==> src/rtl/slink_fifo_arb_pkg.sv <==
// Shared definitions for the slink FIFO write-side arbiter: FSM encoding and
// the requester-index width helper.
package slink_fifo_arb_pkg;

  typedef enum logic {
    IDLE  = 1'b0,
    BURST = 1'b1
  } arb_state_e;

  // Smallest index width able to address n requesters (at least 1 bit).
  function automatic int req_idx_w(input int n);
    for (int w = 1; w < 32; w++) begin
      if ((1 << w) >= n) return w;
    end
    return 32;
  endfunction

endpackage

==> src/rtl/slink_rr_arbiter.sv <==
// Combinational round-robin pick: first set request searching upward from
// ptr+1, wrapping modulo NUM_REQ, using a doubled request vector.
module slink_rr_arbiter
  import slink_fifo_arb_pkg::*;
#(
  parameter int NUM_REQ   = 4,
  parameter int REQ_IDX_W = req_idx_w(NUM_REQ)
) (
  input  logic [NUM_REQ-1:0]   req,
  input  logic [REQ_IDX_W-1:0] ptr,
  output logic [REQ_IDX_W-1:0] winner,
  output logic                 any_valid
);

  localparam int SUM_W = REQ_IDX_W + 2;

  logic [2*NUM_REQ-1:0] dbl;
  logic [NUM_REQ-1:0]   rot;
  logic [SUM_W-1:0]     start;
  logic [SUM_W-1:0]     sum;
  logic [REQ_IDX_W-1:0] offset;

  // Rotating the doubled vector puts ptr+1 at bit 0, so the lowest set bit
  // of rot is the round-robin distance to the winner.
  assign dbl   = {req, req};
  assign start = SUM_W'(ptr) + SUM_W'(1);
  assign rot   = NUM_REQ'(dbl >> start);

  always_comb begin
    offset = '0;
    for (int i = NUM_REQ - 1; i >= 0; i--) begin
      if (rot[i]) offset = REQ_IDX_W'(i);
    end
  end

  assign sum       = start + SUM_W'(offset);
  assign winner    = REQ_IDX_W'((sum >= SUM_W'(NUM_REQ)) ? sum - SUM_W'(NUM_REQ) : sum);
  assign any_valid = |req;

endmodule

==> src/rtl/slink_fifo_wr_arb.sv <==
// Packet-locked round-robin arbiter sharing one slink async FIFO write port
// among NUM_REQ requesters, with a saturating full-stall debug counter.
module slink_fifo_wr_arb
  import slink_fifo_arb_pkg::*;
#(
  parameter int NUM_REQ     = 4,
  parameter int REQ_IDX_W   = req_idx_w(NUM_REQ),
  parameter int DATA_SIZE   = 40,
  parameter int STALL_CNT_W = 16
) (
  input  logic                         clk,
  input  logic                         reset_n,
  input  logic                         enable,
  input  logic [NUM_REQ-1:0]           req_valid,
  input  logic [NUM_REQ-1:0]           req_last,
  input  logic [NUM_REQ*DATA_SIZE-1:0] req_data,
  output logic [NUM_REQ-1:0]           req_ready,
  input  logic                         fifo_wfull,
  input  logic                         fifo_almost_full,
  output logic                         fifo_winc,
  output logic [DATA_SIZE-1:0]         fifo_wdata,
  output logic                         grant_active,
  output logic [REQ_IDX_W-1:0]         grant_id,
  output logic [STALL_CNT_W-1:0]       stall_cnt,
  input  logic                         stall_clr
);

  arb_state_e             state_reg, state_next;
  logic [REQ_IDX_W-1:0]   grant_id_reg, grant_id_next;
  logic [STALL_CNT_W-1:0] stall_cnt_reg;
  logic [REQ_IDX_W-1:0]   winner;
  logic                   any_valid;
  logic                   start_grant;
  logic [DATA_SIZE-1:0]   data_slice [NUM_REQ];

  genvar gi;
  generate
    for (gi = 0; gi < NUM_REQ; gi++) begin : g_slice
      assign data_slice[gi] = req_data[gi*DATA_SIZE +: DATA_SIZE];
    end
  endgenerate

  slink_rr_arbiter #(
    .NUM_REQ   (NUM_REQ),
    .REQ_IDX_W (REQ_IDX_W)
  ) u_rr (
    .req       (req_valid),
    .ptr       (grant_id_reg),
    .winner    (winner),
    .any_valid (any_valid)
  );

  // almost_full only blocks new ownership; an owned burst runs until wfull.
  assign start_grant = enable & any_valid & ~fifo_almost_full & ~fifo_wfull;

  always_comb begin
    state_next    = state_reg;
    grant_id_next = grant_id_reg;
    req_ready     = '0;
    fifo_winc     = 1'b0;
    case (state_reg)
      IDLE: begin
        if (start_grant) begin
          grant_id_next = winner;
          state_next    = BURST;
        end
      end
      BURST: begin
        req_ready[grant_id_reg] = ~fifo_wfull;
        fifo_winc               = req_valid[grant_id_reg] & ~fifo_wfull;
        if (fifo_winc && req_last[grant_id_reg]) state_next = IDLE;
      end
      default: state_next = IDLE;
    endcase
  end

  assign grant_active = (state_reg == BURST);
  assign grant_id     = grant_id_reg;
  assign stall_cnt    = stall_cnt_reg;
  assign fifo_wdata   = grant_active ? data_slice[grant_id_reg] : '0;

  // grant_id doubles as the round-robin pointer, so it holds after a burst.
  always_ff @(posedge clk or negedge reset_n) begin
    if (!reset_n) begin
      state_reg     <= IDLE;
      grant_id_reg  <= REQ_IDX_W'(NUM_REQ - 1);
      stall_cnt_reg <= '0;
    end else begin
      state_reg    <= state_next;
      grant_id_reg <= grant_id_next;
      if (stall_clr) begin
        stall_cnt_reg <= '0;
      end else if (grant_active && fifo_wfull && !(&stall_cnt_reg)) begin
        stall_cnt_reg <= stall_cnt_reg + 1'b1;
      end
    end
  end

endmodule

==> config.mk <==
export PLATFORM = sky130hd
export DESIGN_NAME = slink_fifo_wr_arb
export DESIGN_NICKNAME = d
export VERILOG_FILES = /design/src/rtl/slink_fifo_arb_pkg.sv /design/src/rtl/slink_rr_arbiter.sv /design/src/rtl/slink_fifo_wr_arb.sv
export SDC_FILE = /design/constraint.sdc
export NUM_CORES = 1
export LEC_CHECK = 0
export CAP_MARGIN = 30
export CORE_MARGIN = 2
export CORE_UTILIZATION = 31
export CTS_CLUSTER_DIAMETER = 120
export DETAILED_ROUTE_END_ITERATION = 10
export MAX_ROUTING_LAYER = met4
export PLACE_DENSITY = 0.94
export SLEW_MARGIN = 20
export SYNTH_ARGS = -nofsm -noshare
export SYNTH_HDL_FRONTEND = slang
export SYNTH_SLANG_ARGS = --single-unit
==> constraint.sdc <==
create_clock -name clk -period 3.3 [get_ports clk]
set_clock_uncertainty 0.05 [all_clocks]
set_input_delay 0.99 -clock clk [delete_from_list [all_inputs] [get_ports clk]]
set_output_delay 0.99 -clock clk [all_outputs]
set_load 0.005 [all_outputs]
Word level (Yosys, flattened, before mapping)
Cells that the tools add are included.
- register bits: 19
- input bits: 174
- $lt $le $gt $ge: 4
- shift-type cells: 1
- reductions and logical operators: 9
- $add $sub $neg: 4
- bitwise logic cells: 9
- mux-type cells: 22
- operators by type and width (operator ; number):
    40-bit 2-to-1 mux ; 3
    40-bit binary-select mux with 2-bit select ; 1
    16-bit 2-to-1 mux ; 2
    16-bit by 1-bit adder with 16-bit output, second input constant ; 1
    16-bit AND reduction ; 1
    2-bit 2-to-1 mux ; 5
    8-bit by 4-bit right shift with 4-bit output ; 1
    1-bit 2-to-1 mux ; 6
    3-bit by 2-bit adder with 4-bit output ; 1
    1-bit bitwise AND ; 4
    4-bit bitwise AND ; 1
    1-bit binary-select mux with 2-bit select ; 2
    4-bit by 3-bit greater-or-equal comparator with 1-bit output, second input constant ; 1
    1-bit logical AND ; 4
    4-bit 2-to-1 mux ; 1
    4-bit OR reduction ; 1
    2-bit by 1-bit adder with 3-bit output, second input constant ; 1
    3-bit greater-or-equal comparator, second input constant ; 1
    2-bit by 3-bit less-than comparator with 1-bit output, second input constant ; 1
    1-bit inverter ; 3
    2-bit inverter with 3-bit output ; 1
    1-bit demux with 2-bit select ; 1
    2-bit by 1-bit greater-or-equal comparator with 1-bit output, second input constant ; 1
    1-bit case mux with 2 select lines ; 1
    4 further kinds ; 4

Longest topological paths before layout
- word-level depth: 9
- gate-level depth with buffers: 11

Cells and area by module
A second synthesis with hierarchy kept.
- cells, all modules: 250
- area total of the unflattened synthesis: 2597.5 µm²
- modules (own cells, without submodules) (module ; times used ; cells an instance ; area each (µm²) ; sequential area each (µm²)):
    slink_fifo_wr_arb ; 1 ; 224 ; 2422.3 ; 478.0
    slink_rr_arbiter ; 1 ; 26 ; 175.2 ; 0.0

Least setup slack after synthesis
Ideal clock, no wire load.
- kind: input to output
- from: in req_valid[3]
- to: out fifo_winc
- required time: 2.260 ns
- cell stages on the path: 3
- arrival time: 1.772 ns
- path slack: 0.488 ns
- cell sequence: buf_2 mux4_2 and2_1
- word-level cells in the longest chain between the ends: 4
- ends and longest elaborated chain (what ; line ; text):
    from (decl) ; slink_fifo_wr_arb.sv:14 ; input logic [NUM_REQ-1:0] req_valid,
    1-bit binary-select mux with 2-bit select ; slink_fifo_wr_arb.sv:70 ; fifo_winc = req_valid[grant_id_reg] & ~fifo_wfull;
    1-bit 2-to-1 mux (not written as such) ; slink_fifo_wr_arb.sv:70 ;
    1-bit bitwise AND ; slink_fifo_wr_arb.sv:70 ;
    1-bit 2-to-1 mux ; slink_fifo_wr_arb.sv:61 ; case (state_reg)
    to (decl) ; slink_fifo_wr_arb.sv:20 ; output logic fifo_winc,
Every way passes these cells. The select of a mux whose other input is x is not followed.

Worst setup path in the final report
- from: in req_data[11]
- to: out fifo_wdata[11]
- word-level cells in the longest chain between the ends: 4
- ends and longest elaborated chain (what ; line ; text):
    from (decl) ; slink_fifo_wr_arb.sv:16 ; input logic [NUM_REQ*DATA_SIZE-1:0] req_data,
    40-bit binary-select mux with 2-bit select ; slink_fifo_wr_arb.sv:80 ; assign fifo_wdata = grant_active ? data_slice[grant_id_reg] : '0;
    40-bit 2-to-1 mux (not written as such) (2 in a row) ; slink_fifo_wr_arb.sv:80 ;
    40-bit 2-to-1 mux ; slink_fifo_wr_arb.sv:80 ;
    to (decl) ; slink_fifo_wr_arb.sv:21 ; output logic [DATA_SIZE-1:0] fifo_wdata,
Every way passes these cells. The select of a mux whose other input is x is not followed.

==> impl_metrics.json <==
{
  "tns_ns": 0,
  "final_cells": 570,
  "grtUsageTotal": 0.2942,
  "fin_nets": 640,
  "setup_slack_ns": 0.02228,
  "period_share": 0.9932,
  "ys_seq_area_frac": 0.1919,
  "cts-htree-levels": 1,
  "coreArea_mm2": 0.007767,
  "gp_congestion": 0.9304,
  "cts_sinks": 19,
  "cellPowerDensity_mw_per_mm2": 489.3,
  "hpwl_um": 10980,
  "status": "finished, final reports clean",
  "dr_total_vias": 3017,
  "grt_overflow": 0,
  "dr.pass1.iters": 4,
  "ant_nets": 0,
  "grt_max_degree": 28,
  "root_buffer": "clkbuf_8",
  "cp.arrival_ns": 2.24,
  "largest_reg_flops": 16,
  "ys_types": 38,
  "final_cell_area_mm2": 0.005030,
  "yosys_register_bits": 19,
  "regArea_um2": 481.7,
  "grt_pass1_vias": 3121,
  "cts.clk_slew.worst_paths_ns": 0.07,
  "p_leak_nw": 2.057,
  "slew_violations": 0,
  "post-place-ws_ns": -0.2936,
  "drtIter0Drc": 75,
  "period_needed_ns": 3.278,
  "place_area_mm2": 0.005040,
  "avgRoutedWirePerCell_um": 22.73,
  "std_cell_rows": 32,
  "startpoint_type": "input port",
  "cts.path.max_buffers": 2,
  "min-delay-path-class": "reg -> reg",
  "setup.worst_path.class": "in -> out",
  "multi_input_area_mm2": 0.001912,
  "clk_latency_ns": 0.25,
  "setup_viol": 0,
  "syn_inst": 227,
  "initial_core_util": 0.3207,
  "post-place-cells": 561,
  "cts_tree": "yes",
  "port_buffers": 237,
  "syn-num-nets": 403,
  "finalWirelength_um": 12960,
  "hold_ws_ns": 0.5373,
  "cap_violations": 0,
  "die_h_um": 93.65,
  "route.detailed.drc": 0,
  "irDropWorstVdd_uv": 369.4,
  "cp_max_fo": 1,
  "die_w_um": 93.65,
  "finalHoldViolCount": 0,
  "rsz0062_at_grt": "no",
  "die_area_mm2": 0.008769,
  "critPathRequiredTime_ns": 2.26,
  "avgSynthCellArea_um2": 10.97,
  "grt_antenna_before_repair": 3,
  "tightest_slew_ns": 0.8465,
  "fmax_ghz": 0.3051,
  "crit_path_end_kind": "output port",
  "io_pins": 238,
  "syn_area_mm2": 0.002491,
  "vias_per_cell": 5.293,
  "drive_gt1_frac": 0.2225,
  "grt_first_pass_wirelength_um": 18510,
  "area_growth_pct": 101.9,
  "cts_buffers": 3,
  "cts_hold_buf": 0,
  "slew_headroom": 0.4339,
  "postCtsSetupRepairBufs": 0,
  "fillers": 632,
  "yosysWarnings": 0
}
[logic make-up (layout without fill, tap and decap cells)]
group | count (synthesis) | after routing | share of synthesized area
AND/OR/NAND/NOR | 105 | 105 | 0.2526
multiplexers | 43 | 43 | 0.3837
buffers and inverters | 24 | 260 | 0.05474
flip-flops | 19 | 19 | 0.1919
AO/OA/AOI/OAI | 18 | 18 | 0.05073
XOR/XNOR | 16 | 16 | 0.05625
adder cells (fa/ha/maj) | 2 | 2 | 0.01004
other | 0 | 5 | 0
[cell usage after synthesis, drive strengths merged]
library cell	number	area, µm²
nand4	7	58.81
nor2	21	88.84
nor2b	4	32.53
mux2i	1	10.01
a31oi	1	6.260
mux4	42	945.9
o211ai	4	30.03
nor3	1	5.000
or3b	1	8.760
buf	14	98.83
nand2	12	45.04
dfstp	2	52.55
nand3	4	30.03
ha	2	25.02
dfrtp	17	425.4
nand2b	3	18.77
clkbuf	7	26.28
o21ai	5	25.02
a21oi	6	30.03
xor2	11	96.34
nor3b	1	7.510
or3	1	6.260
and3	6	52.55
and2	41	256.5
a2111oi	1	27.53
inv	3	11.26
a21boi	1	7.510
nor4	3	18.77
xnor2	5	43.79
[path summary, 6_finish.rpt]
| path | from | to | slack (ns) | cells after the start |
|---|---|---|---|---|
| max | req_data[11] | fifo_wdata[11] | 0.02 | 4 |
| min | stall_cnt[15] | stall_cnt[15] | 0.54 | 2 |
| max reg2reg | grant_id[1] | grant_id[1] | 1.10 | 9 |
| min reg2reg | stall_cnt[15] | stall_cnt[15] | 0.54 | 2 |
| max in group asynchronous | reset_n | grant_active | 1.50 | 1 |
| min in group asynchronous | reset_n | stall_cnt[15] | 1.17 | 1 |
[per-stage QoR]
step / power, W / utilization
after global routing: 0.002621 / 0.6469
after CTS: 0.002468 / 0.6488
after global placement: 0.002368 / 0.6488
after detailed placement: 0.002413 / 0.6488
final: 0.002461 / 0.6476
after floorplan: 0.001419 / -
[area by class of cell]
type	count	share of cell area
repair buffers	253	0.4851
well taps	102	0.02537
diodes	5	0.002488
flip-flops and latches	19	0.09577
clock buffers	4	0.008955
inverters	3	0.002239
multi-input cells	184	0.3801
[routing by layer]
layer | vias up | share of wire | track usage
met4 | 0 | 0.027 | 0.1027
met2 | 135 | 0.56 | 0.5528
li1 | 1336 | - | -
met1 | 1526 | 0.36 | 0.3139
met5 | - | 0 | -
met3 | 20 | 0.050 | 0.04351
[power by group]
part	total [W]	leakage (nW)	internal [W]	switching, W
Clock	0.000156	0.0228	0.0000856	0.0000704
Combinational	0.00198	1.78	0.00123	0.000751
Sequential	0.000328	0.257	0.000271	0.0000567
Total	0.00246	2.06	0.00158	0.000878
[worst max-delay path, cell delays in order]
cell,delay (ns)
clkdlybuf4s50_1,0.43
mux4_2,0.47
and2_1,0.15
clkdlybuf4s15_1,0.20
[cells in the final DEF (no fill, tap or decap), types with 5 or more instances in the layout]
| cell type | instances |
|---|---|
| clkdlybuf4s50_1 | 164 |
| mux4_2 | 42 |
| and2_1 | 28 |
| dlygate4sd2_1 | 28 |
| clkdlybuf4s15_1 | 24 |
| nor2_1 | 19 |
| dfrtp_1 | 17 |
| and2_4 | 13 |
| nand2_1 | 12 |
| buf_4 | 12 |
| xor2_1 | 11 |
| clkbuf_2 | 10 |
| a21oi_1 | 6 |
| nand4_1 | 6 |
| buf_2 | 6 |
| diode_2 | 5 |
| o21ai_0 | 5 |
| xnor2_1 | 5 |
| dlymetal6s2s_1 | 5 |
[timing repair]
item / 4_1_cts / 5_1_grt
endpoints found under the setup margin: 45 / 27
gates resized for setup: 115 / 34
pin swaps: 13 / 0
gates cloned: 0 / 0
No activity file was read; power rests on OpenSTA's default activity.
